`config.mk`:
```
export PLATFORM = sky130hd
export DESIGN_NAME = mem_access_unit
export DESIGN_NICKNAME = d
export VERILOG_FILES = /design/src/rtl/mem_access_unit.sv
export SDC_FILE = /design/constraint.sdc
export NUM_CORES = 1
export LEC_CHECK = 0
export CELL_PAD_IN_SITES_DETAIL_PLACEMENT = 0
export CELL_PAD_IN_SITES_GLOBAL_PLACEMENT = 1
export CORE_UTILIZATION = 32
export CTS_CLUSTER_SIZE = 25
export DETAILED_ROUTE_END_ITERATION = 7
export PLACE_DENSITY = 0.89
export SYNTH_ARGS = -nofsm -noshare
export SYNTH_HDL_FRONTEND = slang
export SYNTH_SLANG_ARGS = --single-unit
```
`constraint.sdc`:
```
create_clock -name clock -period 2.35 [get_ports clock]
set_input_delay 0.47 -clock clock [delete_from_list [all_inputs] [get_ports clock]]
set_output_delay 0.47 -clock clock [all_outputs]
set_load 0.02 [all_outputs]
```
`src/rtl/mem_access_unit.sv`:
```
// Byte-addressed MIPS load/store front end for a word-wide data memory (big-endian lanes).
// Define MEM_ACCESS_RANGE_CHECK_EN to fault on word indices >= MEM_WORDS instead of wrapping them.
module mem_access_unit #(
    parameter int unsigned MEM_WORDS = 128
) (
    input  logic        clock,
    input  logic        reset_n,
    input  logic        req_valid,
    output logic        req_ready,
    input  logic        req_write,
    input  logic [1:0]  req_size,
    input  logic        req_unsigned,
    input  logic [31:0] req_addr,
    input  logic [31:0] req_wdata,
    output logic        resp_valid,
    output logic [31:0] resp_rdata,
    output logic        resp_fault,
    output logic [31:0] mem_address,
    output logic [31:0] mem_write_data,
    output logic        mem_write_enable,
    output logic        mem_read_enable,
    input  logic [31:0] mem_out
);

    typedef enum logic [1:0] {
        IDLE,
        ACCESS,
        MERGE_WRITE,
        RESP
    } state_t;

    state_t      state_q, state_d;
    logic        wr_q, wr_d;
    logic [1:0]  size_q, size_d;
    logic        uns_q, uns_d;
    logic [31:0] addr_q, addr_d;
    logic [31:0] wdata_q, wdata_d;
    logic [31:0] merged_q, merged_d;
    logic [31:0] rdata_q, rdata_d;
    logic        fault_q, fault_d;

    logic        req_fault;
    logic [31:0] word_idx;
    logic [4:0]  byte_sh;
    logic [4:0]  half_sh;
    logic [7:0]  lane_b;
    logic [15:0] lane_h;
    logic [31:0] load_data;
    logic [31:0] merged_word;

    always_comb begin
        req_fault = 1'b0;
        case (req_size)
            2'b10:   req_fault = 1'b1;
            2'b01:   req_fault = req_addr[0];
            2'b11:   req_fault = (req_addr[1:0] != 2'b00);
            default: req_fault = 1'b0;
        endcase
`ifdef MEM_ACCESS_RANGE_CHECK_EN
        if ({2'b00, req_addr[31:2]} >= MEM_WORDS) begin
            req_fault = 1'b1;
        end
`endif
    end

`ifdef MEM_ACCESS_RANGE_CHECK_EN
    assign word_idx = {2'b00, addr_q[31:2]};
`else
    // Wrap by masking: MEM_WORDS is expected to be a power of two.
    assign word_idx = {2'b00, addr_q[31:2]} & 32'(MEM_WORDS - 1);
`endif

    // Big-endian: byte offset 0 is the most significant lane.
    assign byte_sh = {~addr_q[1:0], 3'b000};
    assign half_sh = {~addr_q[1], 4'b0000};
    assign lane_b  = mem_out[byte_sh +: 8];
    assign lane_h  = mem_out[half_sh +: 16];

    always_comb begin
        case (size_q)
            2'b00:   load_data = uns_q ? {24'h0, lane_b} : {{24{lane_b[7]}}, lane_b};
            2'b01:   load_data = uns_q ? {16'h0, lane_h} : {{16{lane_h[15]}}, lane_h};
            default: load_data = mem_out;
        endcase
        if (size_q == 2'b00) begin
            merged_word = (mem_out & ~(32'h0000_00FF << byte_sh))
                        | ({24'h0, wdata_q[7:0]} << byte_sh);
        end else begin
            merged_word = (mem_out & ~(32'h0000_FFFF << half_sh))
                        | ({16'h0, wdata_q[15:0]} << half_sh);
        end
    end

    always_comb begin
        state_d          = state_q;
        wr_d             = wr_q;
        size_d           = size_q;
        uns_d            = uns_q;
        addr_d           = addr_q;
        wdata_d          = wdata_q;
        merged_d         = merged_q;
        rdata_d          = rdata_q;
        fault_d          = fault_q;
        mem_address      = '0;
        mem_write_data   = '0;
        mem_write_enable = 1'b0;
        mem_read_enable  = 1'b0;

        case (state_q)
            IDLE: begin
                if (req_valid) begin
                    wr_d    = req_write;
                    size_d  = req_size;
                    uns_d   = req_unsigned;
                    addr_d  = req_addr;
                    wdata_d = req_wdata;
                    if (req_fault) begin
                        fault_d = 1'b1;
                        rdata_d = '0;
                        state_d = RESP;
                    end else begin
                        state_d = ACCESS;
                    end
                end
            end
            ACCESS: begin
                mem_address = word_idx;
                if (!wr_q) begin
                    mem_read_enable = 1'b1;
                    rdata_d         = load_data;
                    fault_d         = 1'b0;
                    state_d         = RESP;
                end else if (size_q == 2'b11) begin
                    mem_write_enable = 1'b1;
                    mem_write_data   = wdata_q;
                    rdata_d          = '0;
                    fault_d          = 1'b0;
                    state_d          = RESP;
                end else begin
                    mem_read_enable = 1'b1;
                    merged_d        = merged_word;
                    state_d         = MERGE_WRITE;
                end
            end
            MERGE_WRITE: begin
                mem_address      = word_idx;
                mem_write_enable = 1'b1;
                mem_write_data   = merged_q;
                rdata_d          = '0;
                fault_d          = 1'b0;
                state_d          = RESP;
            end
            RESP: begin
                state_d = IDLE;
            end
            default: begin
                state_d = IDLE;
            end
        endcase

        // Reset held low in ACCESS/MERGE_WRITE must stop the write at the coming edge.
        if (!reset_n) begin
            mem_address      = '0;
            mem_write_data   = '0;
            mem_write_enable = 1'b0;
            mem_read_enable  = 1'b0;
        end
    end

    always_ff @(posedge clock) begin
        if (!reset_n) begin
            state_q  <= IDLE;
            wr_q     <= 1'b0;
            size_q   <= '0;
            uns_q    <= 1'b0;
            addr_q   <= '0;
            wdata_q  <= '0;
            merged_q <= '0;
            rdata_q  <= '0;
            fault_q  <= 1'b0;
        end else begin
            state_q  <= state_d;
            wr_q     <= wr_d;
            size_q   <= size_d;
            uns_q    <= uns_d;
            addr_q   <= addr_d;
            wdata_q  <= wdata_d;
            merged_q <= merged_d;
            rdata_q  <= rdata_d;
            fault_q  <= fault_d;
        end
    end

    assign req_ready  = (state_q == IDLE);
    assign resp_valid = (state_q == RESP);
    assign resp_rdata = rdata_q;
    assign resp_fault = fault_q;

endmodule

```
==> flow_summary.yaml <==
worst_setup_path:
  worstSetupPathType: "input port to primary output"
  timing.rr.start: "size_q[0]$_SDFFE_PN0P_"
  end_kind: "primary output"
  r2r.worst_path.cells: 5
  cp_common_cell: "buf_4"
  rrSetupSlack_ps: 190
  cpPeakStageDelay_ps: 600
  startpoint_type: "input port"
  cp_top_family: "buffers and inverters"
  crit_fanout: 5
  path_buf_inv: 4
  arrival_ps: 1840
  cpMaxStageDelayCell: "clkdlybuf4s50_1"
  path_cells: "clkdlybuf4s50_1, buf_4, buf_4, and3_1, clkdlybuf4s15_1"
  crit_required_ps: 1880
  r2r_end: "merged_q[20]$_SDFFE_PN0N_"
placed_design:
  port_buffers: 155
  dp_cells: 1008
  dpl.hpwl_mm: 13.3
  place_area_sq_um: 7290
  pre_cts_slack_ps: -268
  gp_congestion: 0.902
clocking:
  htreeDepth: 3
  numCtsBuffers: 9
  clk_pin_slew_worst_paths_ps: 70
  max-clock-path-buffers: 2
  clk-insertion-delay-late_ps: 360
  cts_root_buf: "clkbuf_16"
  cts_tree: "yes"
  hold_buffers: 0
  clkSinkCount: 112
route:
  avgRoutedWirePerCell_um: 18.0
  first_pass_iters: 5
  vias_per_cell: 5.16
  drtAntennaViolNets: 0
  drc_errors: 0
  drt-total-wl_mm: 18.5
  drt_iter0_drc: 392
  vias: 5313
floorplanning:
  die_w_um: 132
  die_area_sq_um: 17500
  dieHeight_um: 132
  rows: 47
  io_pins: 204
  start_util_pct: 32.7
  core_sq_um: 16600
pwr:
  power_density_nw_per_um2: 908
  combPwrFrac_pct: 41.3
  finalPower_mw: 6.99
  switchingPower_mw: 2.63
  power_frac_seq_pct: 34.4
  leakage_nw: 2.92
  intPower_mw: 4.36
  peakVddDrop_uv: 470
  pwr-share-clk_pct: 24.3
  swShare_pct: 37.6
finish:
  fin_nets: 913
  antenna_cells: 0
  seqCellArea_sq_um: 2240
  finalInstanceArea_sq_um: 7690
  drive_gt1_share_pct: 17.0
  syn_to_final_growth_pct: 42.1
  final_cell_mix: "clkdlybuf4s50_1 (114), dfxtp_1 (111), nand2_1 (108)"
  stdcell_count: 1030
  final_core_util_pct: 46.4
  multiInputGateArea_sq_um: 2970
  final_common_cell: "clkdlybuf4s50_1"
  fill_cells: 1697
logic_synthesis:
  synth_edf_count: 0
  synth_cells: 652
  synth_ff_type: "dfxtp_1"
  netlist_area_sq_um: 5420
  async_flop_share_pct: 0
  ys_ff_latch: 112
  synth_cell_types: 45
  avgSynthCellArea_sq_um: 8.31
  ys_seq_area_share_pct: 41.4
  yosysWarningCount: 0
grt:
  grt_use_total_pct: 21.1
  grt_pass1_vias: 5038
  antenna_found_initial: 0
  grt_overflow_total: 0
  grt_max_degree: 65
  grt_pass1_wl_mm: 28.3
timing:
  rsz0062_at_grt: "yes"
  fmax_ghz: 0.433
  finalSetupViolCount: 0
  hold_viol: 0
  fin_skew_ps: 6.36
  slew_viol_final: 0
  relSlewSlack_pct: 33.0
  period_needed_ps: 2310
  hold_slack_ps: 453
  fin_setup_tns_ps: 0
  timing.final.crit_share_pct: 98.2
  tightest_slew_ps: 999
  layout_setup_ws_ps: 41.8
hold_path:
  min_path_type: "flip-flop to flip-flop"
  holdCritStartpoint: "addr_q[5]$_SDFFE_PN0P_"
  min_to: "addr_q[5]$_SDFFE_PN0P_"
  whs_path_depth: 2
run:
  cap_violations: 0
run_status:
  status: "finished clean"
cell type report:
type	instances	share of cell area, %
clock buffers	10	3.11
clock inverters	6	1.19
inverters	6	0.293
multi-input cells	478	38.6
flip-flops and latches	112	29.2
well taps	220	3.58
repair buffers	198	24.1
layer usage:
| metal | part of all wire (%) | global-route usage, % |
|---|---|---|
| met2 | 46 | 34.0 |
| met4 | 2.3 | 7.43 |
| met3 | 6.0 | 4.04 |
| met1 | 45 | 28.3 |
| met5 | 0 | 0 |
worst max path at each step:
stage | startpoint | end | slack [ps] | depth (start not counted)
2_1_floorplan | state_q[1]$_SDFFE_PN0N_ | mem_write_data[22] | 270 | 7
3_3_place_gp | reset_n | mem_write_data[0] | -290 | 5
3_5_place_dp | reset_n | mem_read_enable | -270 | 5
4_1_cts | state_q[1]$_SDFFE_PN0N_ | mem_write_data[4] | -40 | 9
5_1_grt | state_q[1]$_SDFFE_PN0N_ | mem_write_data[9] | -20 | 9
6_report | reset_n | mem_address[4] | 40 | 5
what timing repair did:
item | 4_1_cts | 5_1_grt
pin swaps | 1 | 1
resized for setup | 162 | 26
gates cloned | 2 | 1
setup endpoints to repair | 41 | 28
buffers inserted | 2 | 1
cells by family after synthesis:
family	Yosys count	synth area share [%]
AO/OA/AOI/OAI	225	28.3
adder cells (fa/ha/maj)	5	1.16
buffers and inverters	86	8.27
flip-flops	112	41.4
multiplexers	25	4.78
other	1	0.0692
AND/OR/NAND/NOR	198	16.0
flip-flops by register name, summed over array words and instances (netlist names):
register	count
addr_q	9
merged_q	32
resp_fault	1
resp_rdata	32
size_q	2
state_q	2
uns_q	1
wdata_q	32
wr_q	1
tightest hold or removal path, stage by stage, from the launching register on:
cell     delay [ps]
dfxtp_1         310
nand2_1          50
a21oi_1          50
power by group through the flow:
stage	Clock (mW)	Sequential, mW	Combinational (mW)
2_1_floorplan	0	2.48	1.56
3_3_place_gp	0	2.42	2.68
3_5_place_dp	0	2.42	2.71
4_1_cts	1.73	2.39	2.74
5_1_grt	1.80	2.44	3.12
6_report	1.69	2.41	2.89
synthesized netlist by cell type (5+ instances only):
cell / n / share of area, %
dfxtp_1: 112 / 41
nand2_1: 109 / 7.6
a21oi_1: 80 / 7.4
a22oi_1: 48 / 6.7
clkbuf_1: 45 / 3.1
nor2_1: 39 / 2.7
o21ai_0: 27 / 2.5
buf_4: 26 / 3.6
nand2b_1: 24 / 2.8
a32o_1: 23 / 4.3
mux2i_1: 18 / 3.3
a22o_1: 10 / 1.6
o2bb2ai_1: 9 / 1.5
and3_1: 8 / 0.92
a222oi_1: 7 / 1.3
mux2_2: 7 / 1.5
nand3_1: 7 / 0.65
o21ai_1: 7 / 0.65
buf_1: 5 / 0.35
ha_1: 5 / 1.2
inv_1: 5 / 0.35
Note: power is estimated with default switching activity, not from simulation.
